<file path="config.mk">
export PLATFORM = sky130hd
export DESIGN_NAME = axis_trigger_detector
export DESIGN_NICKNAME = d
export VERILOG_FILES = /design/src/rtl/axis_trigger_detector.sv
export SDC_FILE = /design/constraint.sdc
export NUM_CORES = 1
export LEC_CHECK = 0
export CAP_MARGIN = 20
export CORE_MARGIN = 2
export CORE_UTILIZATION = 26
export CTS_BUF_LIST = sky130_fd_sc_hd__clkbuf_8
export CTS_CLUSTER_SIZE = 30
export DETAILED_ROUTE_END_ITERATION = 8
export SLEW_MARGIN = 20
export SYNTH_ARGS = -nofsm -noshare
export SYNTH_HDL_FRONTEND = slang
export SYNTH_SLANG_ARGS = --single-unit
</file>
<file path="constraint.sdc">
create_clock -name aclk -period 5.25 [get_ports aclk]
set_input_delay 1.3125 -clock aclk [delete_from_list [all_inputs] [get_ports aclk]]
set_output_delay 1.3125 -clock aclk [all_outputs]
set_load 0.01 [all_outputs]
</file>
<file path="src/rtl/axis_trigger_detector.sv">
// Level/edge trigger detector on a 2x16-bit AXI-Stream sample pipe.
// Samples pass through with one cycle of latency; trg_flag marks the output beat that fired.
module axis_trigger_detector #(
  parameter int AXIS_TDATA_WIDTH = 32,
  parameter int CNTR_WIDTH       = 32
) (
  input  logic                        aclk,
  input  logic                        areset,

  input  logic                        en_flag,
  input  logic                        ch_flag,
  input  logic                        pol_flag,
  input  logic [15:0]                 lvl_data,
  input  logic [15:0]                 hys_data,
  input  logic [CNTR_WIDTH-1:0]       hld_data,

  output logic                        trg_flag,
  output logic [CNTR_WIDTH-1:0]       sts_data,

  output logic                        s_axis_tready,
  input  logic [AXIS_TDATA_WIDTH-1:0] s_axis_tdata,
  input  logic                        s_axis_tvalid,

  output logic [AXIS_TDATA_WIDTH-1:0] m_axis_tdata,
  output logic                        m_axis_tvalid
);

  localparam logic [CNTR_WIDTH-1:0] CNT_ONE = CNTR_WIDTH'(1);

  typedef enum logic [1:0] {
    DISARMED = 2'd0,
    ARMING   = 2'd1,
    ARMED    = 2'd2,
    HOLDOFF  = 2'd3
  } state_t;

  state_t                        state_reg, state_next;
  logic [CNTR_WIDTH-1:0]         hld_cnt_reg, hld_cnt_next;
  logic [CNTR_WIDTH-1:0]         trg_cnt_reg, trg_cnt_next;
  logic                          trg_reg, trg_next;
  logic [AXIS_TDATA_WIDTH-1:0]   tdata_reg;
  logic                          tvalid_reg;

  logic [15:0]                   sample;
  logic signed [16:0]            x_ext, lvl_ext, hys_ext;
  logic signed [17:0]            arm_lo, arm_hi;
  logic                          arm_hit, fire_hit;

  assign sample  = ch_flag ? s_axis_tdata[31:16] : s_axis_tdata[15:0];
  assign x_ext   = {sample[15], sample};
  assign lvl_ext = {lvl_data[15], lvl_data};
  assign hys_ext = {1'b0, hys_data};

  // One guard bit on the thresholds keeps lvl +/- hys exact for every level/hysteresis pair.
  assign arm_lo = 18'(lvl_ext) - 18'(hys_ext);
  assign arm_hi = 18'(lvl_ext) + 18'(hys_ext);

  assign arm_hit  = pol_flag ? (18'(x_ext) >= arm_hi) : (18'(x_ext) <= arm_lo);
  assign fire_hit = pol_flag ? (x_ext <= lvl_ext)     : (x_ext >= lvl_ext);

  always_ff @(posedge aclk) begin
    if (areset) begin
      state_reg   <= DISARMED;
      hld_cnt_reg <= '0;
      trg_cnt_reg <= '0;
      trg_reg     <= 1'b0;
      tdata_reg   <= '0;
      tvalid_reg  <= 1'b0;
    end else begin
      state_reg   <= state_next;
      hld_cnt_reg <= hld_cnt_next;
      trg_cnt_reg <= trg_cnt_next;
      trg_reg     <= trg_next;
      tdata_reg   <= s_axis_tdata;
      tvalid_reg  <= s_axis_tvalid;
    end
  end

  always_comb begin
    state_next   = state_reg;
    hld_cnt_next = hld_cnt_reg;
    trg_cnt_next = trg_cnt_reg;
    trg_next     = 1'b0;

    // Disable wins over everything and does not wait for a valid beat.
    if (!en_flag) begin
      state_next = DISARMED;
    end else begin
      case (state_reg)
        DISARMED: state_next = ARMING;
        ARMING: begin
          if (s_axis_tvalid && arm_hit) begin
            state_next = ARMED;
          end
        end
        ARMED: begin
          if (s_axis_tvalid && fire_hit) begin
            state_next   = HOLDOFF;
            hld_cnt_next = '0;
            trg_next     = 1'b1;
            trg_cnt_next = trg_cnt_reg + CNT_ONE;
          end
        end
        HOLDOFF: begin
          if (s_axis_tvalid) begin
            if (hld_cnt_reg == hld_data) begin
              state_next = ARMING;
            end else begin
              hld_cnt_next = hld_cnt_reg + CNT_ONE;
            end
          end
        end
        default: state_next = DISARMED;
      endcase
    end
  end

  assign trg_flag      = trg_reg;
  assign sts_data      = trg_cnt_reg;
  assign s_axis_tready = 1'b1;
  assign m_axis_tdata  = tdata_reg;
  assign m_axis_tvalid = tvalid_reg;

endmodule

</file>
==> reports/results.md, run 1 <==
| Group | Item | Reported |
| --- | --- | --- |
| critical path | Depth of the worst register-to-register path | 8 |
| worst hold path | Worst hold path endpoint | hld_cnt_reg[1] |
| synthesis | Synth Flop Type | sky130_fd_sc_hd__dfxtp_1 |
| synthesis | Synth Area per Inst | 8.30 um^2 |
| synthesis | Share of the synthesized area in the top cell type | 26.8% |
| floorplan | Number of rows created at floorplan | 62 |
| place | Placed cell count | 1474 |
| critical path | Nature of the critical path endpoint | flip-flop |
| synthesis | Netlist area before placement | 0.00748 mm^2 |
| synthesis | Number of enable flip-flop cells after synthesis | 0 |
| global routing | Wire length of the first global-routing pass | 34.6 mm |
| worst hold path | Worst min path class | reg2reg |
| final layout | Area overhead of the layout relative to synthesis | 38.4% |
| clock network | Clk buf depth | 2 |
| power and ir drop | P_sw | 0.673 mW |
| synthesis | Post-Synthesis Net Count | 1096 |
| timing | Slew headroom | 48.9% |
| critical path | CP required | 5.50 ns |
| detailed routing | Number of optimization iterations in the first detailed-route pass | 4 |
| floorplan | # IOs | 169 |
| clock network | Max H-tree Level | 3 |
| clock network | Root Buffer | sky130_fd_sc_hd__clkbuf_8 |
| synthesis | Leading area contributor after synthesis | sky130_fd_sc_hd__dfxtp_1 |
| global routing | Global-route congestion overflow total | 0 |
| floorplan | Die width | 174 um |
| detailed routing | Via-per-instance ratio | 4.59 |
| final layout | Most common cell after layout, fill and taps aside | sky130_fd_sc_hd__clkdlybuf4s50_1 |
| critical path | Flop2flop setup slack | 2.64 ns |
| synthesis | Ys async rst share | 0% |
| place | DP Worst Slack | -0.798 ns |
| final layout | Most frequent cells in the layout | sky130_fd_sc_hd__clkdlybuf4s50_1 (156), sky130_fd_sc_hd__nor2_1 (102), sky130_fd_sc_hd__dfxtp_1 (100) |
| power and ir drop | Part of the total power dissipated in combinational logic | 37.7% |
| place | Standard cell area after detailed placement | 0.00995 mm^2 |
| timing | Number of endpoints with negative hold slack in the final report | 0 |
| synthesis | Yosys warning total | 0 |
| detailed routing | Detail Route Antenna Nets | 0 |
| clock network | Worst-path clk slew | 0.09 ns |
| final layout | Final design instance area without fill | 0.0103 mm^2 |
| detailed routing | Drt initial violations | 300 |
| detailed routing | Detail-routed net length per standard cell | 14.4 um |
| clock network | TritonCTS clock tree | built |
| critical path | Critical R2R Capture | sts_data[21] |
| power and ir drop | Clock network fraction of design power | 22.9% |
| clock network | Source-to-sink clock delay at the later pin of the worst-skew pair | 0.38 ns |
| final layout | Filler cell count | 2982 |
| final layout | Proportion of layout cells with a drive suffix above 1 | 13.4% |
| power and ir drop | Static Leak | 4.20 nW |
| clock network | Inserted Clock Buffers | 9 |
| timing | Fin. max-slew vios | 0 |
| critical path | Critical path class | in2reg |
| timing | Tcrit/Tclk final | 96.4% |
| critical path | Largest fanout on the critical path | 3 |
| place | Placed wire-length estimate | 17.3 mm |
| final layout | Layout net count | 1298 |
| critical path | Critical Path Start Type | primary input |
| worst hold path | Number of cells on the worst hold path | 2 |
| synthesis | Gate Count Post-Synth | 901 |
| floorplan | Die ar. | 0.0301 mm^2 |
| timing | Min Clock Period, post-route | 5.06 ns |
| global routing | Via count of the first global-routing pass | 6691 |
| power and ir drop | Internal power summed over all cells | 1.31 mW |
| final layout | Final core area utilization | 36.3% |
| clock network | Total clock sinks | 100 |
| global routing | Maximum number of pins on one net before global-route repair | 69 |
| floorplan | Core area | 0.0285 mm^2 |
| critical path | Startpoint of the worst register-to-register path | state_reg[0] |
| floorplan | Vertical die dimension | 174 um |
| synthesis | Cells taking the most area after synthesis | sky130_fd_sc_hd__dfxtp_1 (27%), sky130_fd_sc_hd__ha_1 (15%), sky130_fd_sc_hd__xor2_1 (7.0%) |
| detailed routing | Aggregate routed wire length | 21.5 mm |
| global routing | Initial antenna violation count | 0 |
| power and ir drop | Maximum ir drop on the vdd rail | 0.0974 mV |
| detailed routing | Via total after detailed routing | 6841 |
| place | # port buffers | 167 |
| worst hold path | Start point of the worst hold path | hld_cnt_reg[1] |
| final layout | Count of non-filler cells in the finished layout | 1492 |
| synthesis | Seq cells post-synth | 100 |
| run status | Run status | complete, no violations |
| power and ir drop | Net switching fraction of the power | 33.9% |
| timing | Sum of negative setup slack | 0 ns |
| run | Max-cap violation count | 0 |
| floorplan | Effective utilization at floorplan | 26.3% |
| final layout | Inserted Diodes | 0 |
| critical path | CP Data Arrival Time | 5.31 ns |
| timing | Setup violators final | 0 |
| timing | Fmax | 0.198 GHz |
| power and ir drop | Cell area power density | 192 mW/mm^2 |
| place | GPL Wtd Cong | 0.826 |
| synthesis | Post-synthesis sequential area ratio | 26.8% |
| power and ir drop | Share of total power in sequential cells | 39.3% |
| global routing | Combined global-route utilization of all metal layers | 14.1% |
| synthesis | Number of distinct library cells after synthesis | 60 |
| timing | Layout Skew | 0.0210 ns |
| detailed routing | Post-detailed-route DRC marker count | 0 |
| timing | Worst Tran Pin Value | 0.764 ns |
| timing | Post-route worst setup slack | 0.188 ns |
-- layer usage --
metal | GRT usage, % | up-vias | wire length [um]
met2 | 24.8 | 131 | 10600
met1 | 18.4 | 3177 | 9890
met3 | 2.04 | 12 | 778
li1 | - | 3521 | -
met4 | 2.66 | 0 | 204
met5 | 0 | - | 0
-- cells by family after synthesis --
family	Yosys count	synth area share, %
fa+ha+maj	93	15.8
buf+inv	97	5.12
compound gates	126	11.6
xor+xnor	116	13.6
mux	20	3.03
other cells	1	0.0502
flops	100	26.8
simple gates	348	24.1
-- cell type report --
type / instances / area, um^2 / share of cell area [%]
Clock buffer: 9 / 124 / 1.20
Clock inverter: 7 / 43.8 / 0.423
Inverter: 61 / 229 / 2.21
Multi-Input combinational cell: 704 / 5350 / 51.7
Sequential cell: 100 / 2000 / 19.3
Tap cell: 384 / 480 / 4.64
Timing Repair Buffer: 227 / 2120 / 20.5
-- through the flow --
| step | power (mW) | hold slack [ns] |
|---|---|---|
| global placement | 1.49 | 0.488 |
| CTS | 1.98 | 0.507 |
| global route | 2.13 | 0.536 |
| floorplan | 1.21 | 0.473 |
| detailed placement | 1.50 | 0.494 |
| finish | 1.99 | 0.503 |
-- cell usage after synthesis (7+ instances only) --
master and number:
sky130_fd_sc_hd__nor2_1 103, sky130_fd_sc_hd__dfxtp_1 100, sky130_fd_sc_hd__ha_1 91, sky130_fd_sc_hd__inv_1 61
sky130_fd_sc_hd__xor2_1 60, sky130_fd_sc_hd__xnor2_1 56, sky130_fd_sc_hd__a21oi_1 43, sky130_fd_sc_hd__nor2b_1 43
sky130_fd_sc_hd__nand2_1 39, sky130_fd_sc_hd__nand3_1 38, sky130_fd_sc_hd__nand4_1 27, sky130_fd_sc_hd__clkbuf_1 25
sky130_fd_sc_hd__nor3_1 21, sky130_fd_sc_hd__nor4_1 19, sky130_fd_sc_hd__o21ai_0 19, sky130_fd_sc_hd__mux2_2 18
sky130_fd_sc_hd__a21o_1 13, sky130_fd_sc_hd__and3_1 10, sky130_fd_sc_hd__nand2b_1 9, sky130_fd_sc_hd__and4_1 8
sky130_fd_sc_hd__nor3b_1 7, sky130_fd_sc_hd__or3_1 7
-- what timing repair did --
item                                    in CTS  in global routing
pin swaps                                   17                 25
endpoints found under the hold margin        0                  0
endpoints found under the setup margin       2                  2
hold buffers                                 0                  0
setup buffers                                1                  1
resized for setup                           31                 39
gates cloned                                 0                  0
-- power by group through the flow --
| stage | Combinational (mW) | Clock [mW] | Sequential [mW] |
|---|---|---|---|
| global route | 0.834 | 0.511 | 0.784 |
| finish | 0.749 | 0.455 | 0.781 |
| floorplan | 0.408 | 0 | 0.805 |
| global placement | 0.691 | 0 | 0.798 |
| CTS | 0.719 | 0.484 | 0.781 |
| detailed placement | 0.699 | 0 | 0.799 |
-- critical path, cell delays in order --
cell and delay, ns:
sky130_fd_sc_hd__buf_2 0.12, sky130_fd_sc_hd__ha_4 0.14, sky130_fd_sc_hd__inv_2 0.04, sky130_fd_sc_hd__fa_2 0.35, sky130_fd_sc_hd__or2_4 0.25, sky130_fd_sc_hd__a221oi_4 0.31, sky130_fd_sc_hd__o41ai_4 0.13, sky130_fd_sc_hd__o22ai_2 0.19
sky130_fd_sc_hd__nor4_4 0.08, sky130_fd_sc_hd__o41ai_2 0.33, sky130_fd_sc_hd__mux2_4 0.35, sky130_fd_sc_hd__a2111oi_4 0.20, sky130_fd_sc_hd__ha_1 0.31, sky130_fd_sc_hd__nor2b_1 0.14, sky130_fd_sc_hd__o21ai_1 0.12, sky130_fd_sc_hd__nand3b_1 0.11
sky130_fd_sc_hd__or3_4 0.41, sky130_fd_sc_hd__a31oi_4 0.18, sky130_fd_sc_hd__and2_4 0.18, sky130_fd_sc_hd__a211oi_2 0.06
-- worst max path at each step --
stage,from,depth (start not counted),to
floorplan,lvl_data[0],19,state_reg[0]
global placement,lvl_data[0],20,state_reg[0]
detailed placement,lvl_data[0],20,state_reg[0]
CTS,hys_data[3],19,state_reg[0]
global route,lvl_data[0],22,state_reg[0]
finish,hys_data[0],20,state_reg[0]
Note: power is estimated with default switching activity, not from simulation.
==> run 2: changes to the inputs <==
GPL_TIMING_DRIVEN = 0   (was default)
==> run 2 against run 1 <==
First-iteration DRC count rose by 0.33%. Largest cell class unchanged. Register-to-register slack hardly changed. Power increased by 2.2%. Die area is the same. Combinational power shrank 3.2%. Maximum frequency shrank 2.4%. Sequential share of layout area grew 0.37 points. Sequential power barely moved. Clock skew fell by 0.0065 ns. Cell count is 1.2% lower. Global-route usage up 0.37 points. Highest routed layer unchanged.
==> reports/results.md, run 2 (synthesized netlist as in run 1, its figures left out) <==
| Group | Item | Reported | Change |
| --- | --- | --- | --- |
| worst hold path | Worst min path class | reg2reg |  |
| clock network | TritonCTS clock tree | built |  |
| clock network | Inserted Clock Buffers | 9 | unchanged |
| run | Max-cap violation count | 0 | unchanged |
| timing | Min Clock Period, post-route | 5.19 ns | +0.124 ns |
| power and ir drop | Static Leak | 4.03 nW | -4.0% |
| final layout | Inserted Diodes | 0 | unchanged |
| timing | Worst Tran Pin Value | 0.844 ns | +0.0798 ns |
| timing | Setup violators final | 0 | unchanged |
| global routing | Maximum number of pins on one net before global-route repair | 19 | -72% |
| place | GPL Wtd Cong | 0.802 | -2.9% |
| timing | RSZ-0062 raised after global routing | yes |  |
| final layout | Area overhead of the layout relative to synthesis | 35.8% |  |
| timing | Fmax | 0.193 GHz | -2.4% |
| final layout | Final core area utilization | 35.7% | -0.69 points |
| critical path | Critical path class | in2reg |  |
| global routing | Wire length of the first global-routing pass | 35.0 mm | +1.3% |
| final layout | Layout net count | 1280 | -1.4% |
| run status | Run status | complete, no violations |  |
| critical path | CP required | 5.55 ns | +0.05 ns |
| timing | Layout Skew | 0.0145 ns | -0.00649 ns |
| clock network | Root Buffer | sky130_fd_sc_hd__clkbuf_8 |  |
| timing | Hold slack final | 0.508 ns | +0.00467 ns |
| global routing | Global-route congestion overflow total | 0 | unchanged |
| floorplan | Vertical die dimension | 174 um | unchanged |
| floorplan | Die ar. | 0.0301 mm^2 | unchanged |
| place | Placed wire-length estimate | 18.1 mm | +4.9% |
| clock network | Max H-tree Level | 3 | unchanged |
| final layout | Proportion of layout cells with a drive suffix above 1 | 9.82% | -3.6 points |
| power and ir drop | Maximum ir drop on the vdd rail | 0.0830 mV | -15% |
| timing | Number of endpoints with negative hold slack in the final report | 0 | unchanged |
| detailed routing | Via-per-instance ratio | 4.59 | +0.22% |
| timing | Sum of negative setup slack | 0 ns | unchanged |
| critical path | Critical Path Start Type | primary input |  |
| floorplan | Number of rows created at floorplan | 62 | unchanged |
| global routing | Via count of the first global-routing pass | 6618 | -1.1% |
| floorplan | Effective utilization at floorplan | 26.3% | unchanged |
| floorplan | Core area | 0.0285 mm^2 | unchanged |
| critical path | CP Data Arrival Time | 5.49 ns | +0.18 ns |
| detailed routing | Detail-routed net length per standard cell | 15.1 um | +4.7% |
| place | # port buffers | 166 | -0.60% |
| detailed routing | Number of optimization iterations in the first detailed-route pass | 4 | unchanged |
| critical path | Nature of the critical path endpoint | flip-flop |  |
| detailed routing | Aggregate routed wire length | 22.3 mm | +3.5% |
| power and ir drop | Overall Power | 2.03 mW | +2.2% |
| clock network | Worst-path clk slew | 0.11 ns | +0.02 ns |
| detailed routing | Post-detailed-route DRC marker count | 0 | unchanged |
| clock network | Source-to-sink clock delay at the later pin of the worst-skew pair | 0.37 ns | about the same |
| clock network | Clk buf depth | 2 | unchanged |
| final layout | Most frequent cells in the layout | sky130_fd_sc_hd__clkdlybuf4s50_1 (158), sky130_fd_sc_hd__nor2_1 (100), sky130_fd_sc_hd__dfxtp_1 (100) |  |
| detailed routing | Drt initial violations | 301 | +0.33% |
| clock network | Total clock sinks | 100 | unchanged |
| timing | Tcrit/Tclk final | 98.8% | +2.4 points |
| timing | Slew headroom | 43.8% | -5.2 points |
| final layout | Most common cell after layout, fill and taps aside | sky130_fd_sc_hd__clkdlybuf4s50_1 |  |
| detailed routing | Detail Route Antenna Nets | 0 | unchanged |
| floorplan | # IOs | 169 | unchanged |
| global routing | Combined global-route utilization of all metal layers | 14.4% | +0.37 points |
| timing | Fin. max-slew vios | 0 | unchanged |
| critical path | Largest fanout on the critical path | 5 | +2 |
| power and ir drop | Cell area power density | 200 mW/mm^2 | +4.2% |
| global routing | Initial antenna violation count | 0 | unchanged |
| floorplan | Die width | 174 um | unchanged |
| timing | Post-route worst setup slack | 0.0638 ns | -0.124 ns |
| place | DP Worst Slack | -1.10 ns | -0.305 ns |
| detailed routing | Via total after detailed routing | 6773 | -0.99% |
run 2: changes by cell type in the layout (fill, tap and decap cells not counted), moves of 3 or more:
cell                       previous run  this run
sky130_fd_sc_hd__clkbuf_1             0        21
sky130_fd_sc_hd__buf_4               58        14
sky130_fd_sc_hd__nor2_2               0         3
sky130_fd_sc_hd__clkinv_2             3         0
sky130_fd_sc_hd__inv_2                7         4
run 2: final timing paths:
kind	slack, ns	cells past startpoint	end	from
worst max-delay path	0.06	19	state_reg[0]	lvl_data[4]
worst min-delay path	0.51	2	hld_cnt_reg[1]	hld_cnt_reg[1]
worst max register to register	2.65	9	sts_data[31]	sts_data[3]
worst min register to register	0.51	2	hld_cnt_reg[1]	hld_cnt_reg[1]
run 2: routing by layer:
| layer | vias to the layer above | track usage, % | share of wire (%) |
|---|---|---|---|
| met1 | 3149 | 18.9 | 47 |
| met5 | - | 0 | 0 |
| li1 | 3497 | - | - |
| met3 | 10 | 2.15 | 3.0 |
| met2 | 117 | 25.5 | 49 |
| met4 | 0 | 2.45 | 0.89 |
run 2: final cells by class:
type                       count  area, um^2
sequential                   100        2000
clock buffer                   9         124
buffer                        31         145
inverter                      61         229
tap                          384         480
timing repair buffer         178        1760
clock inverter                 7        81.3
multi-input combinational    704        5330
fill                        2980       18300
run 2: stage by stage:
step                      instances  area, um^2
after floorplan                 901        7500
after global placement         1451        9640
after detailed placement       1451        9640
after CTS                      1468        9960
after global routing           1474       10200
final                          1474       10200
run 2: where the power goes:
| group | internal (mW) | switching [mW] | leakage (nW) |
|---|---|---|---|
| logic | 0.344 | 0.381 | 3.12 |
| clock network | 0.228 | 0.296 | 0.101 |
| registers | 0.774 | 0.00704 | 0.815 |
run 2: what timing repair did:
action | in CTS | in global routing
resized for setup | 29 | 49
buffers inserted | 3 | 9
pin swaps | 12 | 21
gates cloned | 0 | 0
hold buffers | 0 | 0
endpoints found under the setup margin | 10 | 2
run 2: worst max-delay path, stage by stage:
cell	delay (ns)
sky130_fd_sc_hd__clkdlybuf4s50_1	0.50
sky130_fd_sc_hd__ha_4	0.36
sky130_fd_sc_hd__a221oi_4	0.05
sky130_fd_sc_hd__o41ai_4	0.41
sky130_fd_sc_hd__o22ai_4	0.13
sky130_fd_sc_hd__nor4_4	0.26
sky130_fd_sc_hd__o41ai_2	0.08
sky130_fd_sc_hd__buf_4	0.16
sky130_fd_sc_hd__mux2_4	0.31
sky130_fd_sc_hd__a2111oi_4	0.31
sky130_fd_sc_hd__ha_1	0.22
sky130_fd_sc_hd__and3_4	0.20
sky130_fd_sc_hd__nand3_2	0.08
sky130_fd_sc_hd__o21ai_1	0.12
sky130_fd_sc_hd__o21ai_1	0.08
sky130_fd_sc_hd__or3_4	0.40
sky130_fd_sc_hd__a31oi_4	0.19
sky130_fd_sc_hd__a21oi_2	0.09
sky130_fd_sc_hd__a211oi_2	0.20
